[config.mk]
export PLATFORM = sky130hd
export DESIGN_NAME = instr_fetch_unit_flat
export DESIGN_NICKNAME = d
export VERILOG_FILES = /design/src/rtl/cpu_pkg.sv /design/src/rtl/instr_fetch_unit_if.sv /design/src/rtl/instr_fetch_unit.sv /design/src/flat_wrapper.sv
export SDC_FILE = /design/constraint.sdc
export NUM_CORES = 1
export LEC_CHECK = 0
export BUFFER_PORTS_ARGS = -buffer_cell sky130_fd_sc_hd__buf_2
export CAP_MARGIN = 10
export CORE_ASPECT_RATIO = 0.7
export CORE_MARGIN = 2
export CORE_UTILIZATION = 35
export CTS_CLUSTER_SIZE = 30
export DETAILED_ROUTE_END_ITERATION = 8
export MAX_ROUTING_LAYER = met4
export PLACE_DENSITY = 0.66
export RECOVER_POWER = 100
export SLEW_MARGIN = 20
export SYNTH_ARGS = -nofsm -noshare
export SYNTH_HDL_FRONTEND = slang
export SYNTH_SLANG_ARGS = --single-unit
[constraint.sdc]
create_clock -name clk -period 5.9 [get_ports clk]
set_input_delay 1.18 -clock clk [delete_from_list [all_inputs] [get_ports clk]]
set_output_delay 1.18 -clock clk [all_outputs]
set_load 0.02 [all_outputs]
[src/rtl/cpu_pkg.sv]
// Shared CPU definitions for the fetch stage and its neighbours.
// Holds the fetch FSM state type, PC-source selector codes and the
// opcode/funct constants decoded by the control FSM.
package cpu_pkg;

  typedef enum logic [1:0] {
    FS_IDLE = 2'd0,
    FS_READ = 2'd1,
    FS_WAIT = 2'd2,
    FS_DONE = 2'd3
  } fetch_state_t;

  // PC source selector (orig_pc)
  localparam logic [1:0] ORIG_PC_JUMP   = 2'b00;
  localparam logic [1:0] ORIG_PC_BRANCH = 2'b01;
  localparam logic [1:0] ORIG_PC_ALU    = 2'b10;
  localparam logic [1:0] ORIG_PC_HOLD   = 2'b11;

  localparam logic [5:0] OP_RTYPE = 6'h00;
  localparam logic [5:0] OP_BEQ   = 6'h04;
  localparam logic [5:0] OP_BNE   = 6'h05;
  localparam logic [5:0] OP_LW    = 6'h23;
  localparam logic [5:0] OP_SW    = 6'h2b;
  localparam logic [5:0] OP_LUI   = 6'h0f;
  localparam logic [5:0] OP_J     = 6'h02;

  localparam logic [5:0] FN_ADD   = 6'h20;
  localparam logic [5:0] FN_SUB   = 6'h22;
  localparam logic [5:0] FN_AND   = 6'h24;
  localparam logic [5:0] FN_XOR   = 6'h26;
  localparam logic [5:0] FN_BREAK = 6'h0d;

  // Pseudo-direct jump target: the PC already holds PC+4 when this is used.
  function automatic logic [31:0] jump_target(input logic [31:0] pc, input logic [31:0] ir);
    return {pc[31:28], ir[25:0], 2'b00};
  endfunction

endpackage

[src/rtl/instr_fetch_unit_if.sv]
// Fetch-stage bus bundle: control-FSM PC-update requests, instruction
// memory read port, and the decoded IR fields handed downstream.
// master = fetch unit side, slave = control FSM / memory / environment side.
interface instr_fetch_unit_if;
  import cpu_pkg::*;

  logic        fetch_req;
  logic        pc_write;
  logic        pc_cond;
  logic        bne_or_beq;
  logic [1:0]  orig_pc;
  logic        alu_zero;
  logic [31:0] branch_target;
  logic [31:0] alu_result;
  logic [31:0] mem_rdata;

  logic [31:0] mem_addr;
  logic        mem_rd;
  logic [31:0] pc;
  logic [31:0] ir;
  logic [5:0]  opcode;
  logic [5:0]  funct;
  logic [4:0]  rs;
  logic [4:0]  rt;
  logic [4:0]  rd;
  logic [15:0] imm16;
  logic        instr_valid;
  logic        busy;

  modport master (
    input  fetch_req, pc_write, pc_cond, bne_or_beq, orig_pc, alu_zero,
           branch_target, alu_result, mem_rdata,
    output mem_addr, mem_rd, pc, ir, opcode, funct, rs, rt, rd, imm16,
           instr_valid, busy
  );

  modport slave (
    output fetch_req, pc_write, pc_cond, bne_or_beq, orig_pc, alu_zero,
           branch_target, alu_result, mem_rdata,
    input  mem_addr, mem_rd, pc, ir, opcode, funct, rs, rt, rd, imm16,
           instr_valid, busy
  );

endinterface

[src/rtl/instr_fetch_unit.sv]
// Purpose: owns PC/IR, fetches one instruction per fetch_req, applies control-FSM PC loads.
// Latency: fetch_req in cycle 0 -> instr_valid pulse in cycle MEM_LATENCY+2.
// Backpressure: none; fetch_req/pc_write/pc_cond outside IDLE are dropped, busy flags this.
// Ports: clk, reset (async, active-high); bus_io (master) carries PC-update
// controls, memory read port (mem_addr/mem_rd/mem_rdata) and IR fields.
module instr_fetch_unit
  import cpu_pkg::*;
#(
  parameter int unsigned MEM_LATENCY = 2,          // 1..15
  parameter logic [31:0] RESET_PC    = 32'h0
) (
  input  logic                clk,
  input  logic                reset,
  instr_fetch_unit_if.master  bus_io
);

  localparam logic [3:0] WAIT_LOAD = 4'(MEM_LATENCY - 1);

  fetch_state_t state_q, state_d;
  logic [31:0]  pc_q, pc_d;
  logic [31:0]  ir_q, ir_d;
  logic [3:0]   cnt_q, cnt_d;

  logic         branch_taken;
  logic         pc_load;
  logic [31:0]  next_pc;

  // beq takes the branch on zero, bne on non-zero
  assign branch_taken = bus_io.pc_cond &
                        (bus_io.bne_or_beq ? bus_io.alu_zero : ~bus_io.alu_zero);
  assign pc_load      = bus_io.pc_write | branch_taken;

  always_comb begin
    next_pc = pc_q;
    case (bus_io.orig_pc)
      ORIG_PC_JUMP:   next_pc = jump_target(pc_q, ir_q);
      ORIG_PC_BRANCH: next_pc = bus_io.branch_target;
      ORIG_PC_ALU:    next_pc = bus_io.alu_result;
      default:        next_pc = pc_q;
    endcase
  end

  always_comb begin
    state_d = state_q;
    pc_d    = pc_q;
    ir_d    = ir_q;
    cnt_d   = cnt_q;
    case (state_q)
      FS_IDLE: begin
        // A PC load and a fetch on the same edge: the READ that follows
        // drives mem_addr from the freshly loaded PC.
        if (pc_load)          pc_d    = next_pc;
        if (bus_io.fetch_req) state_d = FS_READ;
      end
      FS_READ: begin
        cnt_d   = WAIT_LOAD;
        state_d = FS_WAIT;
      end
      FS_WAIT: begin
        if (cnt_q == 4'd0) begin
          ir_d    = bus_io.mem_rdata;
          pc_d    = pc_q + 32'd4;
          state_d = FS_DONE;
        end else begin
          cnt_d = cnt_q - 4'd1;
        end
      end
      FS_DONE: state_d = FS_IDLE;
      default: state_d = FS_IDLE;
    endcase
  end

  always_ff @(posedge clk or posedge reset) begin
    if (reset) begin
      state_q <= FS_IDLE;
      pc_q    <= RESET_PC;
      ir_q    <= 32'h0;
      cnt_q   <= 4'd0;
    end else begin
      state_q <= state_d;
      pc_q    <= pc_d;
      ir_q    <= ir_d;
      cnt_q   <= cnt_d;
    end
  end

  // Outputs decode straight from registered state, so reset removes mem_rd
  // without waiting for a clock edge. pc only moves at the end of WAIT,
  // which keeps mem_addr stable across the whole read.
  assign bus_io.mem_rd      = (state_q == FS_READ) || (state_q == FS_WAIT);
  assign bus_io.mem_addr    = pc_q;
  assign bus_io.instr_valid = (state_q == FS_DONE);
  assign bus_io.busy        = (state_q != FS_IDLE);
  assign bus_io.pc          = pc_q;
  assign bus_io.ir          = ir_q;

  assign bus_io.opcode = ir_q[31:26];
  assign bus_io.rs     = ir_q[25:21];
  assign bus_io.rt     = ir_q[20:16];
  assign bus_io.rd     = ir_q[15:11];
  assign bus_io.funct  = ir_q[5:0];
  assign bus_io.imm16  = ir_q[15:0];

endmodule

[src/flat_wrapper.sv]
// flat-port wrapper written by rule: the top's interface ports become plain ports
module instr_fetch_unit_flat import cpu_pkg::*;
#(
  parameter int unsigned MEM_LATENCY = 2,                  
  parameter logic [31:0] RESET_PC    = 32'h0
)
  (clk, reset, bus_io_fetch_req, bus_io_pc_write, bus_io_pc_cond, bus_io_bne_or_beq, bus_io_orig_pc, bus_io_alu_zero, bus_io_branch_target, bus_io_alu_result, bus_io_mem_rdata, bus_io_mem_addr, bus_io_mem_rd, bus_io_pc, bus_io_ir, bus_io_opcode, bus_io_funct, bus_io_rs, bus_io_rt, bus_io_rd, bus_io_imm16, bus_io_instr_valid, bus_io_busy);
  instr_fetch_unit_if bus_io_i ();
  input  logic clk;
  input  logic reset;
  input wire logic [$bits(bus_io_i.fetch_req)-1:0] bus_io_fetch_req;
  input wire logic [$bits(bus_io_i.pc_write)-1:0] bus_io_pc_write;
  input wire logic [$bits(bus_io_i.pc_cond)-1:0] bus_io_pc_cond;
  input wire logic [$bits(bus_io_i.bne_or_beq)-1:0] bus_io_bne_or_beq;
  input wire logic [$bits(bus_io_i.orig_pc)-1:0] bus_io_orig_pc;
  input wire logic [$bits(bus_io_i.alu_zero)-1:0] bus_io_alu_zero;
  input wire logic [$bits(bus_io_i.branch_target)-1:0] bus_io_branch_target;
  input wire logic [$bits(bus_io_i.alu_result)-1:0] bus_io_alu_result;
  input wire logic [$bits(bus_io_i.mem_rdata)-1:0] bus_io_mem_rdata;
  output wire logic [$bits(bus_io_i.mem_addr)-1:0] bus_io_mem_addr;
  output wire logic [$bits(bus_io_i.mem_rd)-1:0] bus_io_mem_rd;
  output wire logic [$bits(bus_io_i.pc)-1:0] bus_io_pc;
  output wire logic [$bits(bus_io_i.ir)-1:0] bus_io_ir;
  output wire logic [$bits(bus_io_i.opcode)-1:0] bus_io_opcode;
  output wire logic [$bits(bus_io_i.funct)-1:0] bus_io_funct;
  output wire logic [$bits(bus_io_i.rs)-1:0] bus_io_rs;
  output wire logic [$bits(bus_io_i.rt)-1:0] bus_io_rt;
  output wire logic [$bits(bus_io_i.rd)-1:0] bus_io_rd;
  output wire logic [$bits(bus_io_i.imm16)-1:0] bus_io_imm16;
  output wire logic [$bits(bus_io_i.instr_valid)-1:0] bus_io_instr_valid;
  output wire logic [$bits(bus_io_i.busy)-1:0] bus_io_busy;
  assign bus_io_i.fetch_req = bus_io_fetch_req;
  assign bus_io_i.pc_write = bus_io_pc_write;
  assign bus_io_i.pc_cond = bus_io_pc_cond;
  assign bus_io_i.bne_or_beq = bus_io_bne_or_beq;
  assign bus_io_i.orig_pc = bus_io_orig_pc;
  assign bus_io_i.alu_zero = bus_io_alu_zero;
  assign bus_io_i.branch_target = bus_io_branch_target;
  assign bus_io_i.alu_result = bus_io_alu_result;
  assign bus_io_i.mem_rdata = bus_io_mem_rdata;
  assign bus_io_mem_addr = bus_io_i.mem_addr;
  assign bus_io_mem_rd = bus_io_i.mem_rd;
  assign bus_io_pc = bus_io_i.pc;
  assign bus_io_ir = bus_io_i.ir;
  assign bus_io_opcode = bus_io_i.opcode;
  assign bus_io_funct = bus_io_i.funct;
  assign bus_io_rs = bus_io_i.rs;
  assign bus_io_rt = bus_io_i.rt;
  assign bus_io_rd = bus_io_i.rd;
  assign bus_io_imm16 = bus_io_i.imm16;
  assign bus_io_instr_valid = bus_io_i.instr_valid;
  assign bus_io_busy = bus_io_i.busy;
  instr_fetch_unit #(.MEM_LATENCY(MEM_LATENCY), .RESET_PC(RESET_PC)) u_core (.clk(clk), .reset(reset), .bus_io(bus_io_i));
endmodule
# Word level (Yosys, flattened, before mapping)
# Index checks and enable logic that the tools add are counted.
[word_totals]
regBits = 70
in_bits = 105
out_inout_bits = 142
wordCells = 44
[classes]
addsub = 2
n_eq_ne = 12
muxes = 10
n_bitwise = 3
reduce_logical = 12
[op_table]
columns = ["operator", "n"]
rows = [
  ["32-bit case mux with 3 select lines", 1],
  ["32-bit two-way mux", 2],
  ["32-bit case mux with 2 select lines", 1],
  ["32-bit by 3-bit adder with 32-bit output (second input constant)", 1],
  ["2-bit case mux with 4 select lines", 1],
  ["4-bit case mux with 2 select lines", 1],
  ["2-bit == test (second input constant)", 3],
  ["2-bit != test (second input constant)", 3],
  ["2-bit AND reduction", 3],
  ["2-bit nonzero test", 3],
  ["5-bit AND reduction", 1],
  ["2-bit by 1-bit == test with 1-bit output (second input constant)", 2],
  ["2-bit zero test", 2],
  ["4-bit zero test", 1],
  ["2-bit two-way mux", 2],
  ["4-bit two-way mux", 1],
  ["2-bit by 1-bit != test with 1-bit output (second input constant)", 2],
  ["4-bit != test (second input constant)", 1],
  ["4-bit AND reduction", 1],
  ["4-bit by 1-bit subtractor with 4-bit output (second input constant)", 1],
  ["3-bit != test (second input constant)", 1],
  ["1-bit bitwise AND", 1],
  ["1-bit logical OR", 1],
  ["1-bit two-way mux", 1],
  ["other kinds (2)", 2],
]

# Longest topological paths before layout
# Gate-level depths: netlist (run 1).
[depth]
word_depth = 6
mapped_depth = 11

# Worst setup path after synthesis (run 1)
# No wires, ideal clock.
[synth_path]
kind = "input to register"
start = "input port bus_io_orig_pc[1]"
end = "register u_core.pc_q[7], in the netlist u_core.bus_io.mem_addr[7]"
setup_time_ns = 0.077
arrival_ns = 2.660
t_required_ns = 5.823
slack_ns = 3.162
cell_stages = 10
path_cell_list = "inv_1 > ha_1 > clkbuf_1 > nor2_1 > a32oi_1 > and2_1 > clkbuf_1 > clkbuf_1 > a21oi_1 > a21oi_1"
[synth_between]
elab_chain_len = 4
elab_cells_between_ends = 8
cone_classes = "eq/ne: 3; mux: 3; reduce/logical: 2"
[synth_rtl]
columns = ["item", "line_no", "rtl"]
rows = [
  ["start: declaration", "flat_wrapper.sv:15", "input wire logic [$bits(bus_io_i.orig_pc)-1:0] bus_io_orig_pc;"],
  ["2-bit == test (tied with other cells)", "instr_fetch_unit.sv:35", "case (bus_io.orig_pc)"],
  ["32-bit case mux with 3 select lines", "instr_fetch_unit.sv:35", ""],
  ["32-bit two-way mux", "instr_fetch_unit.sv:52", "if (pc_load) pc_d = next_pc;"],
  ["32-bit case mux with 2 select lines", "instr_fetch_unit.sv:48", "case (state_q)"],
  ["end signal: assignment", "instr_fetch_unit.sv:81", "pc_q <= pc_d;"],
  ["end: declaration", "instr_fetch_unit.sv:20", "logic [31:0] pc_q, pc_d;"],
]
# Several ways; a longest one is shown, not always the timed one. The select of a mux whose other input is x is not followed.
# A chain may end at the register's enable or synchronous reset.

# Worst setup path in the final report (run 1)
[layout_path]
start = "input port bus_io_orig_pc[0]"
end = "register u_core.pc_q[16], in the netlist u_core.bus_io.mem_addr[16]"
# The elaborated chain is that of the path after synthesis.

==> flow_summary.toml, run 1 <==
[status]
status = "finished with violations"
violations = "capacitance limit, slew limit"

[synth]
syn_nets = 715
syn_area_um2 = 4830
synthTopCellsByArea = "dfrtp_1, buf_4, nand2_1"
synthTopCellsByCount = "nand2_1, buf_4, dfrtp_1"
ys_ff_latch = 70
synth-edff-count = 0
synth_most_common_cell = "nand2_1"
async_reset_ff_frac = 1.00
synth_cells = 599
synth_area_per_cell_um2 = 8.07
yosysTopAreaCell = "dfrtp_1"
ys.flop_type = "dfrtp_1"
yosys_warnings = 0
synth.top_cell.area_share = 0.362
ys_seq_area_frac = 0.362
ys_types = 56

[global_route]
antenna_found_initial = 0
grt.total_usage = 0.229
grt_pass1_wl_mm = 24.7
globalRouteOverflowTotal = 0
grt_pass1_vias = 4326
grt_max_degree = 81

[clock_network]
cts.sinks = 70
hold_buffers = 0
cts_buffer_depth = 2
clkTransAtPathRegs_ns = 0.06
htree_levels = 3
cts-resized-gates = 0
cts_buffers = 9
clkLatencyLatePin_ns = 0.34
cts_tree = "built"
cts-root-buf = "clkbuf_16"
cts_setup_buffers = 0

[placed_design]
gp_congestion = 0.890
dp_slack_ns = 2.40
dp_hpwl_mm = 12.3
io_buffers = 246
dp.cells = 924
placedInstanceArea_um2 = 5640

[sta]
clock.fmax_mhz = 230
tightestPinTransition_ns = 2.41
finalHoldViolCount = 0
finalMaxSlewViolations = 113
setup_tns_ns = 0
finalSetupViolCount = 0
period_minus_slack_ns = 4.35
clock_skew_ns = 0.00517
fin_ws_ns = 1.55
rsz0062_at_grt = "false"
maxSlewHeadroom = -0.607
period_share = 0.737

[cells_and_area]
drive_above_1_share = 0.184
multiInputGateArea_um2 = 2300
antenna_cells = 0
layout.area.seq_um2 = 1750
fillers = 1449
final_nets = 866
area_growth_pct = 19.4
finalInstanceArea_um2 = 5770
instances_no_fill = 940

[setup_path]
crit_required_ns = 6.12
criticalPathCategory = "in2reg"
cp.arrival_ns = 4.56
worstPathMaxFanout = 34
r2r-start = "u_core.state_q[0]$_DFFE_PP0P_"
worstSetupEndpointType = "flip-flop"
startpoint = "bus_io_orig_pc[0]"
startpoint_type = "input port"

[floorplanning]
io-pin-count = 247
coreArea_um2 = 13300
die_h_um = 102
die_area_um2 = 14800
start_util = 0.363
die_x_um = 144
fp-row-count = 35

[hold_path]
hp-class = "reg2reg"
worstHoldStart = "u_core.bus_io.ir[16]$_DFFE_PP0P_"

[route]
drtAntennaViolNets = 0
vias_per_cell = 5.22
wl_per_cell_um = 17.5
num_vias = 4909
dr.first_iter.drc_count = 476
first_pass_iters = 5
route.detailed.drc = 0
wirelength_mm = 16.5

[power_and_ir_drop]
p_per_area_nw_per_um2 = 641
power_uw = 3700
ir_drop_mv = 0.280
p_leak_uw = 0.00250

[run]
drv_cap = 3
==> path summary, 6_finish.rpt <==
kind                                                     endpoint  slack (ns)  cells past startpoint
setup reg to reg           u_core.bus_io.mem_addr[16]$_DFFE_PP0P_        1.77                      9
setup / recovery           u_core.bus_io.mem_addr[16]$_DFFE_PP0P_        1.55                      9
max in group asynchronous  u_core.bus_io.mem_addr[16]$_DFFE_PP0P_        1.96                      3
min in group asynchronous        u_core.bus_io.ir[30]$_DFFE_PP0P_        1.11                      2
hold reg to reg                  u_core.bus_io.ir[16]$_DFFE_PP0P_        0.53                      2
hold / removal                   u_core.bus_io.ir[16]$_DFFE_PP0P_        0.53                      2
==> logic make-up (layout without fill, tap and decap cells) <==
logic type | Yosys count | in the layout | synth area share
adder cells (fa/ha/maj) | 11 | 11 | 0.0285
buffers and inverters | 131 | 287 | 0.163
multiplexers | 10 | 10 | 0.0228
flip-flops | 70 | 70 | 0.362
AND/OR/NAND/NOR | 218 | 218 | 0.202
AO/OA/AOI/OAI | 156 | 156 | 0.217
XOR/XNOR | 3 | 3 | 0.00544
==> critical path, stage by stage <==
cell and delay (ns):
buf_2 0.11, inv_1 0.07, ha_1 0.14, clkbuf_1 1.09
nor2_1 0.19, a32oi_1 0.30, and2_0 1.06, o311a_1 0.35
nor3_1 0.05
==> power breakdown <==
| part | leakage (µW) | total, µW | switching, µW | internal [µW] |
|---|---|---|---|---|
| clock network | 0.000152 | 591 | 220 | 371 |
| logic | 0.00152 | 2000 | 1410 | 593 |
| registers | 0.000836 | 1100 | 383 | 721 |
| total | 0.00250 | 3700 | 2010 | 1690 |
==> layout make-up <==
class                      instances  area share
clock inverter                     7      0.0169
timing repair buffer             253       0.190
clock buffer                       9      0.0390
sequential                        70       0.303
tap                              185      0.0401
multi-input combinational        398       0.399
inverter                          18      0.0117
==> metal layers <==
| layer | global-route usage | vias up | share of wire |
|---|---|---|---|
| li1 | - | 2357 | - |
| met1 | 0.337 | 2306 | 0.47 |
| met2 | 0.322 | 230 | 0.44 |
| met3 | 0.0501 | 16 | 0.081 |
| met4 | 0.0441 | 0 | 0.010 |
| met5 | - | - | 0 |
==> layout by cell type (no fill, tap or decap), drive strengths merged, types with 7 or more instances in the layout <==
| master | instances |
|---|---|
| nand2 | 113 |
| a31oi | 7 |
| inv | 17 |
| o21ai | 19 |
| clkbuf | 154 |
| nor2 | 42 |
| dfrtp | 70 |
| buf | 108 |
| nand3 | 14 |
| a22oi | 24 |
| nor3 | 11 |
| nand4 | 11 |
| ha | 11 |
| o22ai | 11 |
| a21oi | 47 |
| o22a | 8 |
| mux2 | 8 |
==> per-stage QoR <==
stage	utilization	hold slack [ns]
final	0.434	0.534
after detailed placement	0.423	0.521
after floorplan	-	0.528
after global routing	0.434	0.551
after CTS	0.448	0.538
after global placement	0.423	0.515
==> state kept, by name, summed over array words and instances (netlist names) <==
register and count:
u_core.bus_io.ir 32, u_core.bus_io.mem_addr 32, u_core.cnt_q 4, u_core.state_q 2
Power figures use the tool's default switching activity.
==> run 2: changes to the inputs <==
--- a/config.mk
+++ b/config.mk
@@ -5,6 +5,7 @@
 export SDC_FILE = /design/constraint.sdc
 export NUM_CORES = 1
 export LEC_CHECK = 0
+export ABC_AREA = 1
 export BUFFER_PORTS_ARGS = -buffer_cell sky130_fd_sc_hd__buf_2
 export CAP_MARGIN = 10
 export CORE_ASPECT_RATIO = 0.7
@@ -13,7 +14,7 @@
 export CTS_CLUSTER_SIZE = 30
 export DETAILED_ROUTE_END_ITERATION = 8
 export MAX_ROUTING_LAYER = met4
-export PLACE_DENSITY = 0.66
+export PLACE_DENSITY = 0.68
 export RECOVER_POWER = 100
 export SLEW_MARGIN = 20
 export SYNTH_ARGS = -nofsm -noshare
==> constraint.sdc (replaced) <==
create_clock -name clk -period 4 [get_ports clk]
set_input_delay 0.8 -clock clk [delete_from_list [all_inputs] [get_ports clk]]
set_output_delay 0.8 -clock clk [all_outputs]
set_load 0.02 [all_outputs]
==> flow_summary.toml, run 2 <==
[status]
status = "finished with violations"
violations = "capacitance limit, slew limit"

[setup_path]
worstPathMaxFanout = 43
startpoint_type = "input port"
worstSetupEndpointType = "flip-flop"
crit_required_ns = 4.27
cp.arrival_ns = 3.07
criticalPathCategory = "in2reg"

[synth]
yosysTopAreaCell = "dfrtp_1"
synth_top_family_by_area = "simple AND/OR/NAND/NOR gates"
yosys.area_share.adder = 0.0269
ys_types = 32
synthTopCellsByArea = "dfrtp_1, nand2_1, buf_4"
ys_ff_latch = 70
synth_compound_area_frac = 0.127
ys_seq_area_frac = 0.342
synth.top_cell.area_share = 0.342
muxShareOfSynthArea = 0.0704
syn_area_um2 = 5120
synthTopCellsByCount = "nand2_1, nor2_1, buf_4"
yosys_warnings = 0
async_reset_ff_frac = 1.00
synth_xor_area_frac = 0.00342
synth_most_common_cell = "nand2_1"
syn_nets = 824
yosys.area_share.simple = 0.253
synth_cells = 708
ys.flop_type = "dfrtp_1"
synth_area_per_cell_um2 = 7.23
synth-edff-count = 0

[placed_design]
gp_congestion = 0.823
io_buffers = 246
dp_hpwl_mm = 12.4
dp_slack_ns = 1.19

[hold_path]
hp-class = "reg2reg"

[cells_and_area]
multiInputGateArea_um2 = 2460
drive_above_1_share = 0.198
area_growth_pct = 18.8
final_nets = 985
mostFrequentLayoutCells = "nand2_1, clkbuf_1, buf_2"
final_common_cell = "nand2_1"
fillers = 1555
layout.area.seq_um2 = 1750
antenna_cells = 0

[floorplanning]
io-pin-count = 247
die_area_um2 = 15600
start_util = 0.363
coreArea_um2 = 14100
die_x_um = 149
fp-row-count = 36
die_h_um = 105

[global_route]
grt_pass1_vias = 4686
grt.total_usage = 0.217
globalRouteOverflowTotal = 0
grt_max_degree = 53
antenna_found_initial = 0
grt_pass1_wl_mm = 25.4

[route]
first_pass_iters = 4
drtAntennaViolNets = 0
wirelength_mm = 16.5
vias_per_cell = 4.72
route.detailed.drc = 0
wl_per_cell_um = 15.5
dr.first_iter.drc_count = 268
num_vias = 5018

[clock_network]
hold_buffers = 0
cts.sinks = 70
htree_levels = 3
cts_setup_buffers = 0
cts_buffers = 9
cts_buffer_depth = 2
cts_tree = "built"
clkTransAtPathRegs_ns = 0.06
clkLatencyLatePin_ns = 0.34
cts-root-buf = "clkbuf_16"
cts-resized-gates = 0

[sta]
period_share = 0.700
finalHoldViolCount = 0
finalMaxSlewViolations = 53
fin_ws_ns = 1.20
rsz0062_at_grt = "false"
tightestPinTransition_ns = 2.35
maxSlewHeadroom = -0.577
clock_skew_ns = 0.00865
period_minus_slack_ns = 2.80
clock.fmax_mhz = 357
finalSetupViolCount = 0
setup_tns_ns = 0

[power_and_ir_drop]
p_int_uw = 2540
p_leak_uw = 0.00280
switchingPower_uw = 3000
p_sw_frac = 0.541
ir_drop_mv = 0.474
seq_power_share = 0.288
p_comb_frac = 0.550
clock_power_share = 0.162
p_per_area_nw_per_um2 = 911

[run]
drv_cap = 1
## run 2: power by group through the flow
stage	clock, µW	sequential (µW)	combinational (µW)
4_1_cts	911	1580	3280
6_report	897	1590	3050
3_3_place_gp	0	1580	3240
2_1_floorplan	0	1820	2360
3_5_place_dp	0	1590	3260
5_1_grt	948	1660	3350
## run 2: critical path: stages
cell and delay (ns):
clkbuf_1 0.10, inv_1 0.07, ha_1 1.13, clkbuf_1 0.43, o21ai_0 0.15, o21ai_0 0.23
nand2_1 0.08, nand2_1 0.07
## run 2: worst paths after layout
kind                                                        from                                      to  slack [ns]  depth (start not counted)
max in group asynchronous                                  reset           u_core.state_q[0]$_DFFE_PP0P_        1.77                          3
hold reg to reg            u_core.bus_io.mem_addr[1]$_DFFE_PP0P_   u_core.bus_io.mem_addr[1]$_DFFE_PP0P_        0.51                          2
hold / removal             u_core.bus_io.mem_addr[1]$_DFFE_PP0P_   u_core.bus_io.mem_addr[1]$_DFFE_PP0P_        0.51                          2
setup / recovery                               bus_io_orig_pc[0]  u_core.bus_io.mem_addr[13]$_DFFE_PP0P_        1.20                          8
min in group asynchronous                                  reset         u_core.bus_io.ir[9]$_DFFE_PP0P_        1.10                          2
setup reg to reg                   u_core.state_q[0]$_DFFE_PP0P_  u_core.bus_io.mem_addr[30]$_DFFE_PP0P_        1.46                          9
## run 2: kinds of logic after synthesis
group / after synthesis
muxes: 32
adders and majority gates: 11
AOI/OAI and AO/OA: 116
buffers and inverters: 157
xor gates and xnor gates: 2
and+or+nand+nor: 320
DFF: 70
## run 2: layer usage
metal  vias to the layer above  share of wire  GRT usage
met3                        15          0.060     0.0450
met5                         -              0          -
li1                       2538              -          -
met4                         0          0.014     0.0490
met2                       177           0.44      0.323
met1                      2288           0.49      0.302
## run 2: final cells by class
type / instances / share of cell area
inverter: 54 / 0.0339
multi-input combinational: 481 / 0.404
sequential: 70 / 0.288
timing repair buffer: 253 / 0.180
tap: 190 / 0.0391
clock buffer: 10 / 0.0393
clock inverter: 6 / 0.0154
## run 2: metrics by stage
step	util	hold slack (ns)	instances	instance area (µm²)	power [µW]
4_1_cts	0.445	0.509	1064	6280	5770
2_1_floorplan	-	0.454	708	5120	4180
3_3_place_gp	0.422	0.484	1048	5940	4820
5_1_grt	0.431	0.520	1064	6080	5960
3_5_place_dp	0.422	0.495	1048	5940	4850
6_report	0.431	0.513	1064	6080	5540
